--- src/rtl/pixel_capture_fifo.sv ---
// Pixel capture path: samples two-column ADC results on each ADC strobe rising edge,
// tags them with row and start-of-frame, buffers them in a small FIFO and streams
// them out over valid/ready. Tracks frame phases, counts frames, flags sequencing errors.
module pixel_capture_fifo #(
    parameter int unsigned ADC_WIDTH  = 8,
    parameter int unsigned FIFO_DEPTH = 4
) (
    input  logic                   clk,
    input  logic                   reset,
    input  logic                   NRE_1,
    input  logic                   NRE_2,
    input  logic                   ADC,
    input  logic                   expose,
    input  logic                   erase,
    input  logic [ADC_WIDTH-1:0]   pix_col1,
    input  logic [ADC_WIDTH-1:0]   pix_col2,
    input  logic                   out_ready,
    input  logic                   clear_status,
    output logic                   out_valid,
    output logic [2*ADC_WIDTH-1:0] out_data,
    output logic                   out_row,
    output logic                   out_sof,
    output logic [7:0]             frame_count,
    output logic                   frame_done,
    output logic                   overflow,
    output logic                   seq_error
);

    localparam int unsigned DATA_W = 2 * ADC_WIDTH;
    localparam int unsigned PTR_W  = (FIFO_DEPTH > 1) ? $clog2(FIFO_DEPTH) : 1;
    localparam int unsigned CNT_W  = PTR_W + 1;

    typedef struct packed {
        logic              sof;
        logic              row;
        logic [DATA_W-1:0] data;
    } entry_t;

    typedef enum logic [1:0] {
        ST_IDLE   = 2'd0,
        ST_EXPOSE = 2'd1,
        ST_READ   = 2'd2
    } state_t;

    state_t             state_q;
    state_t             state_d;
    logic               frame_start;
    logic               frame_end;

    logic               adc_q;
    logic               sof_pending_q;
    logic [1:0]         cap_cnt_q;

    entry_t             mem [FIFO_DEPTH];
    logic [PTR_W-1:0]   wr_ptr_q;
    logic [PTR_W-1:0]   rd_ptr_q;
    logic [CNT_W-1:0]   count_q;
    logic [CNT_W-1:0]   count_d;

    logic               capture;
    logic               row_ok;
    logic               cap_push;
    logic               cap_err;
    logic               fifo_full;
    logic               pop;
    logic               push_acc;
    logic               ovf_set;
    logic               done_set;
    logic               cnt_err;
    entry_t             new_entry;

    // Capture qualification, row decode and FIFO handshake
    always_comb begin
        capture   = ADC & ~adc_q;
        row_ok    = NRE_1 ^ NRE_2;
        cap_push  = capture & row_ok & (state_q == ST_READ);
        cap_err   = capture & ~(row_ok & (state_q == ST_READ));
        fifo_full = (count_q == CNT_W'(FIFO_DEPTH));
        pop       = out_valid & out_ready;
        push_acc  = cap_push & (~fifo_full | pop);
        ovf_set   = cap_push & fifo_full & ~pop;
        count_d   = count_q + CNT_W'(push_acc) - CNT_W'(pop);
        done_set  = frame_end & (cap_cnt_q == 2'd2);
        cnt_err   = frame_end & (cap_cnt_q != 2'd2);
        new_entry = '{sof: sof_pending_q, row: NRE_1, data: {pix_col2, pix_col1}};
    end

    // Frame phase next-state logic
    always_comb begin
        state_d     = state_q;
        frame_start = 1'b0;
        frame_end   = 1'b0;
        case (state_q)
            ST_IDLE: begin
                if (expose) begin
                    state_d     = ST_EXPOSE;
                    frame_start = 1'b1;
                end
            end
            ST_EXPOSE: begin
                if (erase) begin
                    state_d = ST_IDLE;
                end else if (!expose) begin
                    state_d = ST_READ;
                end
            end
            ST_READ: begin
                if (erase) begin
                    state_d   = ST_IDLE;
                    frame_end = 1'b1;
                end
            end
            default: state_d = ST_IDLE;
        endcase
    end

    // Frame phase state register
    always_ff @(posedge clk or posedge reset) begin
        if (reset) begin
            state_q <= ST_IDLE;
        end else begin
            state_q <= state_d;
        end
    end

    // Frame bookkeeping: strobe edge detect, SOF tag, capture count, status flags
    always_ff @(posedge clk or posedge reset) begin
        if (reset) begin
            adc_q         <= 1'b0;
            sof_pending_q <= 1'b0;
            cap_cnt_q     <= 2'd0;
            frame_count   <= 8'd0;
            frame_done    <= 1'b0;
            overflow      <= 1'b0;
            seq_error     <= 1'b0;
        end else begin
            adc_q      <= ADC;
            frame_done <= done_set;
            overflow   <= ovf_set | (overflow & ~clear_status);
            seq_error  <= cap_err | cnt_err | (seq_error & ~clear_status);
            if (frame_start) begin
                frame_count   <= frame_count + 8'd1;
                sof_pending_q <= 1'b1;
                cap_cnt_q     <= 2'd0;
            end else if (cap_push) begin
                sof_pending_q <= 1'b0;
                if (cap_cnt_q != 2'd3) begin
                    cap_cnt_q <= cap_cnt_q + 2'd1;
                end
            end
        end
    end

    // FIFO pointers, occupancy and registered valid
    always_ff @(posedge clk or posedge reset) begin
        if (reset) begin
            wr_ptr_q  <= '0;
            rd_ptr_q  <= '0;
            count_q   <= '0;
            out_valid <= 1'b0;
        end else begin
            if (push_acc) begin
                wr_ptr_q <= wr_ptr_q + PTR_W'(1);
            end
            if (pop) begin
                rd_ptr_q <= rd_ptr_q + PTR_W'(1);
            end
            count_q   <= count_d;
            out_valid <= (count_d != '0);
        end
    end

    // FIFO storage write
    always_ff @(posedge clk) begin
        if (push_acc) begin
            mem[wr_ptr_q] <= new_entry;
        end
    end

    // Head entry presented straight from storage
    always_comb begin
        out_sof  = mem[rd_ptr_q].sof;
        out_row  = mem[rd_ptr_q].row;
        out_data = mem[rd_ptr_q].data;
    end

endmodule
--- config.mk ---
export PLATFORM = sky130hd
export DESIGN_NAME = pixel_capture_fifo
export DESIGN_NICKNAME = d
export VERILOG_FILES = /design/src/rtl/pixel_capture_fifo.sv
export SDC_FILE = /design/constraint.sdc
export NUM_CORES = 1
export LEC_CHECK = 0
export ABC_AREA = 1
export BUFFER_PORTS_ARGS = -buffer_cell sky130_fd_sc_hd__buf_2
export CAP_MARGIN = 20
export CELL_PAD_IN_SITES_DETAIL_PLACEMENT = 1
export CELL_PAD_IN_SITES_GLOBAL_PLACEMENT = 2
export CORE_AREA = 5 5 106 108
export CTS_CLUSTER_SIZE = 30
export DETAILED_ROUTE_END_ITERATION = 7
export DIE_AREA = 0 0 111 113
export PLACE_DENSITY_LB_ADDON = 0.1
export REMOVE_ABC_BUFFERS = 1
export SLEW_MARGIN = 25
export SYNTH_ARGS = -nofsm -noshare
export SYNTH_HDL_FRONTEND = slang
export SYNTH_SLANG_ARGS = --single-unit
--- constraint.sdc ---
create_clock -name clk -period 6.1 [get_ports clk]
set_input_delay 0.61 -clock clk [delete_from_list [all_inputs] [get_ports clk]]
set_output_delay 0.61 -clock clk [all_outputs]
set_load 0.01 [all_outputs]
==> results of run 1 <==
[worst reg2reg max path, delay by kind of cell, from the launching register on]
kind | cells | cell delay, ns
DFF | 1 | 0.41
adders and majority gates | 3 | 0.84
xor gates and xnor gates | 1 | 0.17
and+or+nand+nor | 4 | 0.48
buffers and inverters | 4 | 0.27
[cell usage in the layout, fill, tap and decap left out, drive strengths merged, types with 2 or more instances in the layout]
cell      count
inv          35
nor2         53
ha            9
clkinv        2
o21ai        37
o22ai        18
nand3        13
xor2          5
buf          56
dfrtp        25
edfxtp       72
xnor2         2
a21oi         2
bufinv        2
clkbuf        9
nand2        44
nand4         4
clkinvlp      2
[synth_stat cells]
cell      instances
inv_2             3
o21ai_1           4
nor2_4            1
nand3_4           2
xnor2_1           2
buf_4             2
ha_1              9
fa_1              1
nor2_2            6
clkbuf_2          1
xor2_1            5
nand3_1          11
nand3b_1          1
clkbuf_1          1
o211ai_1          1
inv_4             1
inv_1            30
dfrtp_1          25
edfxtp_1         72
buf_6             4
nand4_1           4
a21oi_1           2
nor2_8            1
nor2_1           45
o21ai_0          33
nand2_2           5
nand2_4           1
buf_2             2
nand2_1          38
o22ai_1          18
[cells by family after synthesis]
logic type                 synth area share (%)
xor gates and xnor gates                  1.513
DFF                                       68.81
AOI/OAI and AO/OA                         7.783
and+or+nand+nor                           13.47
buffers and inverters                     5.157
adders and majority gates                 3.274
[path summary, 6_finish.rpt]
| path | startpoint | cells past startpoint | endpoint | slack [ns] |
|---|---|---|---|---|
| min reg2reg | overflow$_DFF_PP0_ | 2 | overflow$_DFF_PP0_ | 0.49 |
| max reg2reg | state_q[0]$_DFFE_PP0P_ | 12 | out_valid$_DFF_PP0_ | 3.88 |
| max | rd_ptr_q[1]$_DFFE_PP0N_ | 4 | out_sof | 3.29 |
| max in group asynchronous | reset | 2 | cap_cnt_q[1]$_DFFE_PP0P_ | 5.44 |
| min in group clk | ADC | 1 | adc_q$_DFF_PP0_ | 0.36 |
| min | reset | 2 | state_q[1]$_DFFE_PP0P_ | 0.29 |
[power by group through the flow]
| stage | Sequential (uW) | Combinational (uW) | Clock, uW |
|---|---|---|---|
| 2_1_floorplan | 846 | 310 | 0 |
| 3_3_place_gp | 850 | 526 | 0 |
| 3_5_place_dp | 852 | 535 | 0 |
| 4_1_cts | 838 | 538 | 471 |
| 5_1_grt | 847 | 596 | 503 |
| 6_report | 833 | 524 | 456 |
[layer usage]
layer  share of wire (%)  vias up  track usage [%]  wire length (um)
met3                 3.9       12            2.727               319
li1                    -     1247                -                 -
met2                  49       48            23.87              4050
met4                 2.0        0            6.404               162
met5                   0        -                0                 0
met1                  45     1237            17.70              3700
[registers in the layout (all words and copies together), names as in the netlist]
name,cells
adc_q,1
cap_cnt_q,2
count_q,3
frame_count,8
frame_done,1
mem,72
out_valid,1
overflow,1
rd_ptr_q,2
seq_error,1
sof_pending_q,1
state_q,2
wr_ptr_q,2
[final cells by class]
class	count	area, um^2	area share, %
tap	136	170.2	3.655
multi-input combinational	190	1065	22.87
sequential	97	2788	59.88
inverter	34	130.1	2.795
clock inverter	7	93.84	2.016
clock buffer	9	123.9	2.661
timing repair buffer	56	285.3	6.127
[per-stage QoR]
step           instance area (um^2)  total power, uW  hold slack, ns
6_report                       4656             1812          0.2902
5_1_grt                        4656             1946          0.3358
4_1_cts                        4646             1846          0.2923
3_5_place_dp                   4428             1387          0.4603
3_3_place_gp                   4428             1375          0.4750
2_1_floorplan                  3973             1156          0.4565
==> results.json, run 1 <==
{
  "p_leak_uw": 0.001875,
  "syn-cell-area_um2": 4051,
  "vias_per_cell": 4.809,
  "worst_pin_slew_ns": 0.9709,
  "yosys_warnings": 0,
  "die_y_um": 113,
  "ant_nets": 0,
  "cts_made_buffers": 9,
  "stdcell_count": 529,
  "first_pass_iters": 4,
  "slowest_stage": "dfrtp_1",
  "cap_violations": 0,
  "numPortBuffers": 54,
  "grt-ovfl-total": 0,
  "diodes": 0,
  "pre_cts_slack_ns": 3.516,
  "grt_pass1_vias": 2823,
  "status": "complete, no violations",
  "hold_class": "in2async",
  "fin_skew_ns": 0.008456,
  "cts.hold.buffers_added": 0,
  "clock_path_buffers": 2,
  "ir_worst_vdd_v": 0.0001937,
  "cts_setup_buffers": 0,
  "vias": 2544,
  "area_growth_pct": 14.92,
  "die_area_um2": 12540,
  "crit_chain": "inv_1 -> o21ai_0 -> o22ai_1 -> buf_2",
  "report.final.slew_viol_count": 0,
  "rsz0062_at_grt": "no",
  "cts_sinks": 97,
  "power_switching_uw": 629.8,
  "wirelength_um": 8233,
  "cts_tree": "yes",
  "core_um2": 10140,
  "yosys.area.top_type": "edfxtp_1",
  "start_util_pct": 39.96,
  "grt_pass1_wl_um": 13960,
  "ys_ff_latch": 97,
  "crit_buf_inv": 2,
  "crit_family": "buffers and inverters",
  "swShare_pct": 34.75,
  "htree_levels": 3,
  "setup_violations": 0,
  "dp_hpwl_um": 5391,
  "synthDistinctLibCells": 30,
  "seqPwrFrac_pct": 46.0,
  "worst_slack_ns": 3.292,
  "clock_latency_ns": 0.36,
  "drt_iter0_drc": 90,
  "cp-start-kind": "register",
  "ys_top_cells_by_area": "edfxtp_1, dfrtp_1, nor2_1",
  "rows": 37,
  "cp_max_fo": 20,
  "worstSetupPathType": "reg2out",
  "drc": 0,
  "clkTransAtPathRegs_ns": 0.09,
  "syn_area_per_cell_um2": 12.24,
  "finalSetupTns_ns": 0,
  "num-fill-cells": 1104,
  "antenna_found_initial": 0,
  "ys_seq_area_share_pct": 68.81,
  "num-nets-final": 423,
  "pwr-share-comb_pct": 28.9,
  "maxSlewHeadroom_pct": 35.20,
  "grt_max_degree": 38,
  "critPathMaxStageDelay_ns": 0.63,
  "post_drt_wl_per_cell_um": 15.56,
  "power.density_nw_per_um2": 389.3,
  "die_w_um": 111,
  "cts-root-buf": "clkbuf_8",
  "endpoint_kind": "output pin",
  "track_usage_pct": 14.13,
  "internal_power_uw": 1183,
  "synthCells": 331,
  "max_freq_mhz": 356.1,
  "utilization_pct": 45.92,
  "finalCritPeriodShare_pct": 46.03,
  "clkPwrFrac_pct": 25.2,
  "gp_congestion": 0.6931,
  "required_ns": 5.49,
  "dp_cells": 513,
  "report.final.hold_viol_count": 0,
  "critPathArrivalTime_ns": 2.20,
  "cts_resized": 0,
  "io_pins": 55,
  "period_minus_slack_ns": 2.808,
  "drive_above_1_share_pct": 23.66,
  "synth_top_area_share_pct": 53.37
}
No activity file was read; power rests on OpenSTA's default activity.
==> run 2: changes to the inputs <==
ABC_AREA = 0   (was 1)
CORE_AREA = 5 5 102 104   (was 5 5 106 108)
DIE_AREA = 0 0 107 109   (was 0 0 111 113)
clock period = 2.85 ns   (was 6.1 ns; I/O delays follow)
==> run 2 against run 1 <==
Against the previous run:
- the flow now finishes with violations (negative hold slack)
- register-to-register slack worse by 3.6 ns
- non-clock buffer count up 7
- sequential power up 110%
- hold slack worse by 0.33 ns
- via count down 24%
- power up 110%
- clock skew up 0.00087 ns
- worst setup slack worse by 3.0 ns
- final cell count down 26%
- routed wire length down 17%
- first-iteration DRC count down 58%
- synthesized area down 5.1%
- largest cell class unchanged
- largest power group unchanged
==> results.json, run 2 <==
{
  "ys_top_cells_by_area": "edfxtp_1, dfrtp_1, mux4_2",
  "finalSetupTns_ns": 0,
  "crit_chain": "nand4bb_4 -> a211oi_4 -> inv_1 -> ha_1 -> inv_1 -> ha_1 -> fa_1 -> xnor2_1 -> xnor2_1 -> or3_1",
  "rsz0062_at_grt": "no",
  "async_reset_ff_share_pct": 25.77,
  "worst_hold_slack_ns": -0.04054,
  "final_common_cell": "edfxtp_1",
  "first_pass_iters": 4,
  "yosysMostFrequentCell": "edfxtp_1",
  "report.final.slew_viol_count": 0,
  "track_usage_pct": 12.97,
  "top_regs": "mem (72), frame_count (8), count_q (3)",
  "yosys_warnings": 0,
  "report.final.hold_viol_count": 25,
  "hold_class": "in2async",
  "core_um2": 9459,
  "diodes": 0,
  "ir_worst_vdd_v": 0.0004144,
  "synth_top_area_share_pct": 56.23,
  "endpoint_kind": "register",
  "worstSetupPathType": "reg2reg",
  "gp_congestion": 0.7070,
  "largest_register_ffs": 72,
  "num-fill-cells": 925,
  "maxSlewHeadroom_pct": 63.14,
  "fin_area_um2": 4529,
  "io_pins": 55,
  "cts.hold.buffers_added": 0,
  "critPathMaxStageDelay_ns": 0.45,
  "ys_seq_area_share_pct": 72.50,
  "ant_nets": 0,
  "die_area_um2": 11660,
  "syn-cell-area_um2": 3845,
  "grt-ovfl-total": 0,
  "regMostFlops": "mem",
  "clkTransAtPathRegs_ns": 0.09,
  "synthDistinctLibCells": 32,
  "power.density_nw_per_um2": 825.6,
  "cp_max_fo": 7,
  "num-nets-final": 305,
  "drive_above_1_share_pct": 37.45,
  "numPortBuffers": 54,
  "critPathLaunch": "state_q[0]$_DFFE_PP0P_",
  "cts_made_buffers": 9,
  "grt_pass1_vias": 2160,
  "post_drt_wl_per_cell_um": 17.54,
  "vias": 1945,
  "drc": 0,
  "start_util_pct": 40.65,
  "grt_max_degree": 26,
  "max_freq_mhz": 388.9,
  "critPathArrivalTime_ns": 2.81,
  "synthTopCellsByCount": "edfxtp_1, dfrtp_1, mux4_2, inv_1, nand2_1",
  "finalCritPeriodShare_pct": 90.22,
  "cp-start-kind": "register",
  "synthCells": 201,
  "cts_setup_buffers": 0,
  "cts-root-buf": "clkbuf_8",
  "period_minus_slack_ns": 2.571,
  "die_y_um": 109,
  "placed_cell_area_um2": 4307,
  "r2r_start": "state_q[0]$_DFFE_PP0P_",
  "die_w_um": 107,
  "wirelength_um": 6822,
  "synth_edf_count": 72,
  "yosys.area.top_type": "edfxtp_1",
  "drt_iter0_drc": 38,
  "vias_per_cell": 5.000,
  "cts_resized": 0,
  "worst_pin_slew_ns": 0.5521,
  "slowest_stage": "dfrtp_1",
  "antenna_found_initial": 0,
  "syn_area_per_cell_um2": 19.13,
  "cap_violations": 0,
  "cts_tree": "yes",
  "setup_violations": 0,
  "clock_latency_ns": 0.36,
  "htree_levels": 3,
  "ys_ff_latch": 97,
  "violations": "negative hold slack",
  "p_leak_uw": 0.001727,
  "status": "finished with violations",
  "grt_pass1_wl_um": 11300,
  "cts_sinks": 97,
  "area_growth_pct": 17.80,
  "required_ns": 3.09,
  "dp_hpwl_um": 4659,
  "clock_path_buffers": 2,
  "synth_flop_cell": "edfxtp_1",
  "mostFrequentLayoutCells": "edfxtp_1, buf_2, dfrtp_1",
  "rows": 36,
  "fin_skew_ns": 0.009330
}
-- run 2: stage by stage --
step / power, uW / worst slack, ns / util (%) / instances
6_report: 3740 / 0.2787 / 47.88 / 389
5_1_grt: 3984 / 0.1250 / 47.88 / 389
4_1_cts: 3812 / 0.2517 / 47.88 / 389
3_5_place_dp: 2821 / 0.2651 / 45.53 / 373
3_3_place_gp: 2814 / 0.3122 / 45.53 / 373
2_1_floorplan: 2425 / 0.2964 / - / 196
-- run 2: final cells by class --
cell class              instances  area [um^2]  share of cell area (%)
flip-flops and latches         97         2788                   61.55
well taps                     114        142.6                   3.149
clock buffers                   9        123.9                   2.735
inverters                      13        48.80                   1.077
clock inverters                 7        98.84                   2.182
multi-input cells              86        977.2                   21.57
repair buffers                 63        350.3                   7.735
-- run 2: logic make-up (layout without fill, tap and decap cells) --
logic type,Yosys count,in the layout,synth area share [%]
flip-flops,97,97,72.50
AND/OR/NAND/NOR,35,35,5.858
multiplexers,21,21,11.36
buffers and inverters,18,92,2.083
XOR/XNOR,13,13,2.961
adder cells (fa/ha/maj),10,10,3.449
AO/OA/AOI/OAI,7,7,1.790
-- run 2: path summary, 6_finish.rpt --
path                                         endpoint  slack (ns)  cells after the start
setup / recovery                  out_valid$_DFF_PP0_        0.28                     10
hold / removal                   count_q[0]$_DFF_PP0_       -0.04                      2
min in group clk                      adc_q$_DFF_PP0_        0.10                      1
hold reg to reg            frame_count[7]$_DFFE_PP0P_        0.47                      1
setup reg to reg                  out_valid$_DFF_PP0_        0.28                     10
max in group asynchronous  frame_count[7]$_DFFE_PP0P_        2.51                      2
-- run 2: report_power, final --
part | total, uW | switching (uW) | internal [uW]
registers | 1770 | 140 | 1630
clock network | 978 | 476 | 502
logic | 990 | 477 | 513
total | 3740 | 1090 | 2650
-- run 2: metal layers --
metal,part of all wire (%),vias up,GRT usage [%]
met5,0,-,0
met1,45,993,16.44
li1,-,905,-
met2,49,39,21.31
met4,1.3,0,4.932
met3,4.4,8,3.730
-- run 2: worst max-delay path: cells and delay by family, from the launching register on --
family	cells	cell delay [ns]
adders and majority gates	3	0.82
and+or+nand+nor	2	0.56
DFF	1	0.45
xor gates and xnor gates	2	0.29
AOI/OAI and AO/OA	1	0.24
buffers and inverters	2	0.10
==> run 3: changes to the inputs <==
CORE_AREA = 5 5 99 101   (was 5 5 102 104)
DIE_AREA = 0 0 104 106   (was 0 0 107 109)
clock period = 3.1 ns   (was 2.85 ns; I/O delays follow)
==> run 3 against run 2 <==
Against the previous run:
- critical path type unchanged
- utilization rose by 2.1 points
- highest routed layer unchanged
- combinational power fell by 13%
- final cell count fell by 1.5%
- critical endpoint unchanged
- sequential power fell by 6%
- sequential share of layout area rose by 0.93 points
- largest power group unchanged
- flip-flop and latch count did not move
- the run still ends with negative hold slack left
- register-to-register slack improved by 0.09 ns
- design area fell by 1.5%
==> results.json, run 3 (same netlist as run 2, synthesis figures left out) <==
{
  "vias_per_cell": 4.977,
  "endpoint_kind": "register",
  "cts_setup_buffers": 0,
  "largest_register_ffs": 72,
  "worstSetupPathType": "reg2reg",
  "ff2ff_path_depth": 10,
  "crit_path_end": "out_valid$_DFF_PP0_",
  "grt_pass1_vias": 2148,
  "report.final.hold_viol_count": 1,
  "crit_family": "adder cells",
  "cap_violations": 0,
  "dp_hpwl_um": 4574,
  "cts-root-buf": "clkbuf_8",
  "r2r_start": "state_q[0]$_DFFE_PP0P_",
  "grt_max_degree": 26,
  "wirelength_um": 6756,
  "first_pass_iters": 3,
  "rsz0062_at_grt": "no",
  "numPortBuffers": 54,
  "finalSetupTns_ns": 0,
  "crit_chain": "nand4bb_4 -> a211oi_4 -> inv_1 -> ha_1 -> inv_1 -> ha_1 -> fa_1 -> xnor2_1 -> xnor2_1 -> or3_1",
  "internal_power_uw": 2333,
  "cts_sinks": 97,
  "io_pins": 55,
  "power_switching_uw": 989.9,
  "drt_iter0_drc": 38,
  "critPathArrivalTime_ns": 2.96,
  "crit_buf_inv": 2,
  "power.density_nw_per_um2": 744.7,
  "placed_cell_area_um2": 4268,
  "area_growth_pct": 16.04,
  "track_usage_pct": 13.21,
  "drive_above_1_share_pct": 36.40,
  "cp_max_fo": 7,
  "critPathMaxStageDelay_ns": 0.45,
  "violations": "negative hold slack",
  "setup_violations": 0,
  "fin_area_um2": 4462,
  "pre_cts_slack_ns": 0.3505,
  "num-nets-final": 302,
  "grt_pass1_wl_um": 11390,
  "final_common_cell": "edfxtp_1",
  "slowest_stage": "dfrtp_1",
  "hold_class": "in2async",
  "cts_resized": 0,
  "regMostFlops": "mem",
  "die_y_um": 106,
  "clkPwrFrac_pct": 24.0,
  "mostFrequentLayoutCells": "edfxtp_1, buf_2, dfrtp_1",
  "required_ns": 3.33,
  "vias": 1906,
  "ff2ff_setup_slack_ns": 0.37,
  "utilization_pct": 49.94,
  "worst_pin_slew_ns": 0.9070,
  "pwr-share-comb_pct": 26.1,
  "top_regs": "mem (72), frame_count (8), count_q (3)",
  "p_leak_uw": 0.001685,
  "finalPower_uw": 3323,
  "worst_hold_slack_ns": -0.001236,
  "status": "finished with violations",
  "diodes": 0,
  "die_w_um": 104,
  "worst_slack_ns": 0.3683,
  "report.final.slew_viol_count": 0,
  "finalCritPeriodShare_pct": 88.12,
  "post_drt_wl_per_cell_um": 17.64,
  "clkTransAtPathRegs_ns": 0.09,
  "cp.depth": 10,
  "maxSlewHeadroom_pct": 39.53,
  "htree_levels": 3,
  "cts.hold.buffers_added": 0,
  "clock_latency_ns": 0.35,
  "cts_made_buffers": 9,
  "reg2reg_to": "out_valid$_DFF_PP0_",
  "die_area_um2": 11020,
  "swShare_pct": 29.79,
  "start_util_pct": 43.04,
  "gp_congestion": 0.7073,
  "clock_path_buffers": 2,
  "grt-ovfl-total": 0,
  "ant_nets": 0,
  "antenna_found_initial": 0,
  "cts_tree": "yes",
  "core_um2": 8934,
  "seqPwrFrac_pct": 49.9,
  "rows": 35,
  "drc": 0,
  "ir_worst_vdd_v": 0.0003264,
  "max_freq_mhz": 366.1,
  "cp-start-kind": "register",
  "period_minus_slack_ns": 2.732,
  "critPathLaunch": "state_q[0]$_DFFE_PP0P_",
  "fin_skew_ns": 0.01453
}
==> run 3: metrics by stage <==
| step | hold slack [ns] | instances |
|---|---|---|
| floorplan | 0.3373 | 196 |
| finish | -0.001236 | 383 |
| detailed placement | 0.4575 | 367 |
| CTS | 0.1331 | 383 |
| global route | 0.02895 | 383 |
| global placement | 0.4553 | 367 |
==> run 3: power by group through the flow <==
stage,sequential [uW],clock (uW),combinational [uW]
after floorplan,1720,0,508
after global placement,1690,0,885
after detailed placement,1700,0,897
after CTS,1670,823,899
after global routing,1680,896,967
final,1660,798,866
==> run 3: how the worst min path moves through the flow <==
| stage | slack, ns | from | to | cells after the start |
|---|---|---|---|---|
| detailed placement | 0.46 | frame_count[7]$_DFFE_PP0P_ | frame_count[7]$_DFFE_PP0P_ | 1 |
| global placement | 0.46 | frame_count[7]$_DFFE_PP0P_ | frame_count[7]$_DFFE_PP0P_ | 1 |
| global route | 0.03 | reset | rd_ptr_q[0]$_DFFE_PP0N_ | 2 |
| floorplan | 0.34 | reset | adc_q$_DFF_PP0_ | 1 |
| finish | -0.001 | reset | out_valid$_DFF_PP0_ | 2 |
| CTS | 0.13 | ADC | adc_q$_DFF_PP0_ | 1 |
==> run 3: final cells by class <==
| type | instances | area, um^2 |
|---|---|---|
| flip-flops and latches | 97 | 2788 |
| inverters | 13 | 48.80 |
| clock inverters | 6 | 66.31 |
| repair buffers | 60 | 315.3 |
| well taps | 111 | 138.9 |
| multi-input cells | 86 | 977.2 |
| fillers | 883 | 4472 |
| clock buffers | 10 | 127.6 |
==> run 3: worst register-to-register path, delay by kind of cell, from the launching register on <==
family	cells	cell delay [ns]
flip-flops	1	0.45
adder cells (fa/ha/maj)	3	0.84
buffers and inverters	2	0.12
XOR/XNOR	2	0.29
AND/OR/NAND/NOR	2	0.56
AO/OA/AOI/OAI	1	0.36
==> run 3: layer usage <==
layer	vias up	wire [um]	global-route usage [%]
li1	897	-	-
met1	966	2860	16.72
met2	35	3568	22.72
met3	8	244	2.732
met4	0	82	4.440
met5	-	0	0
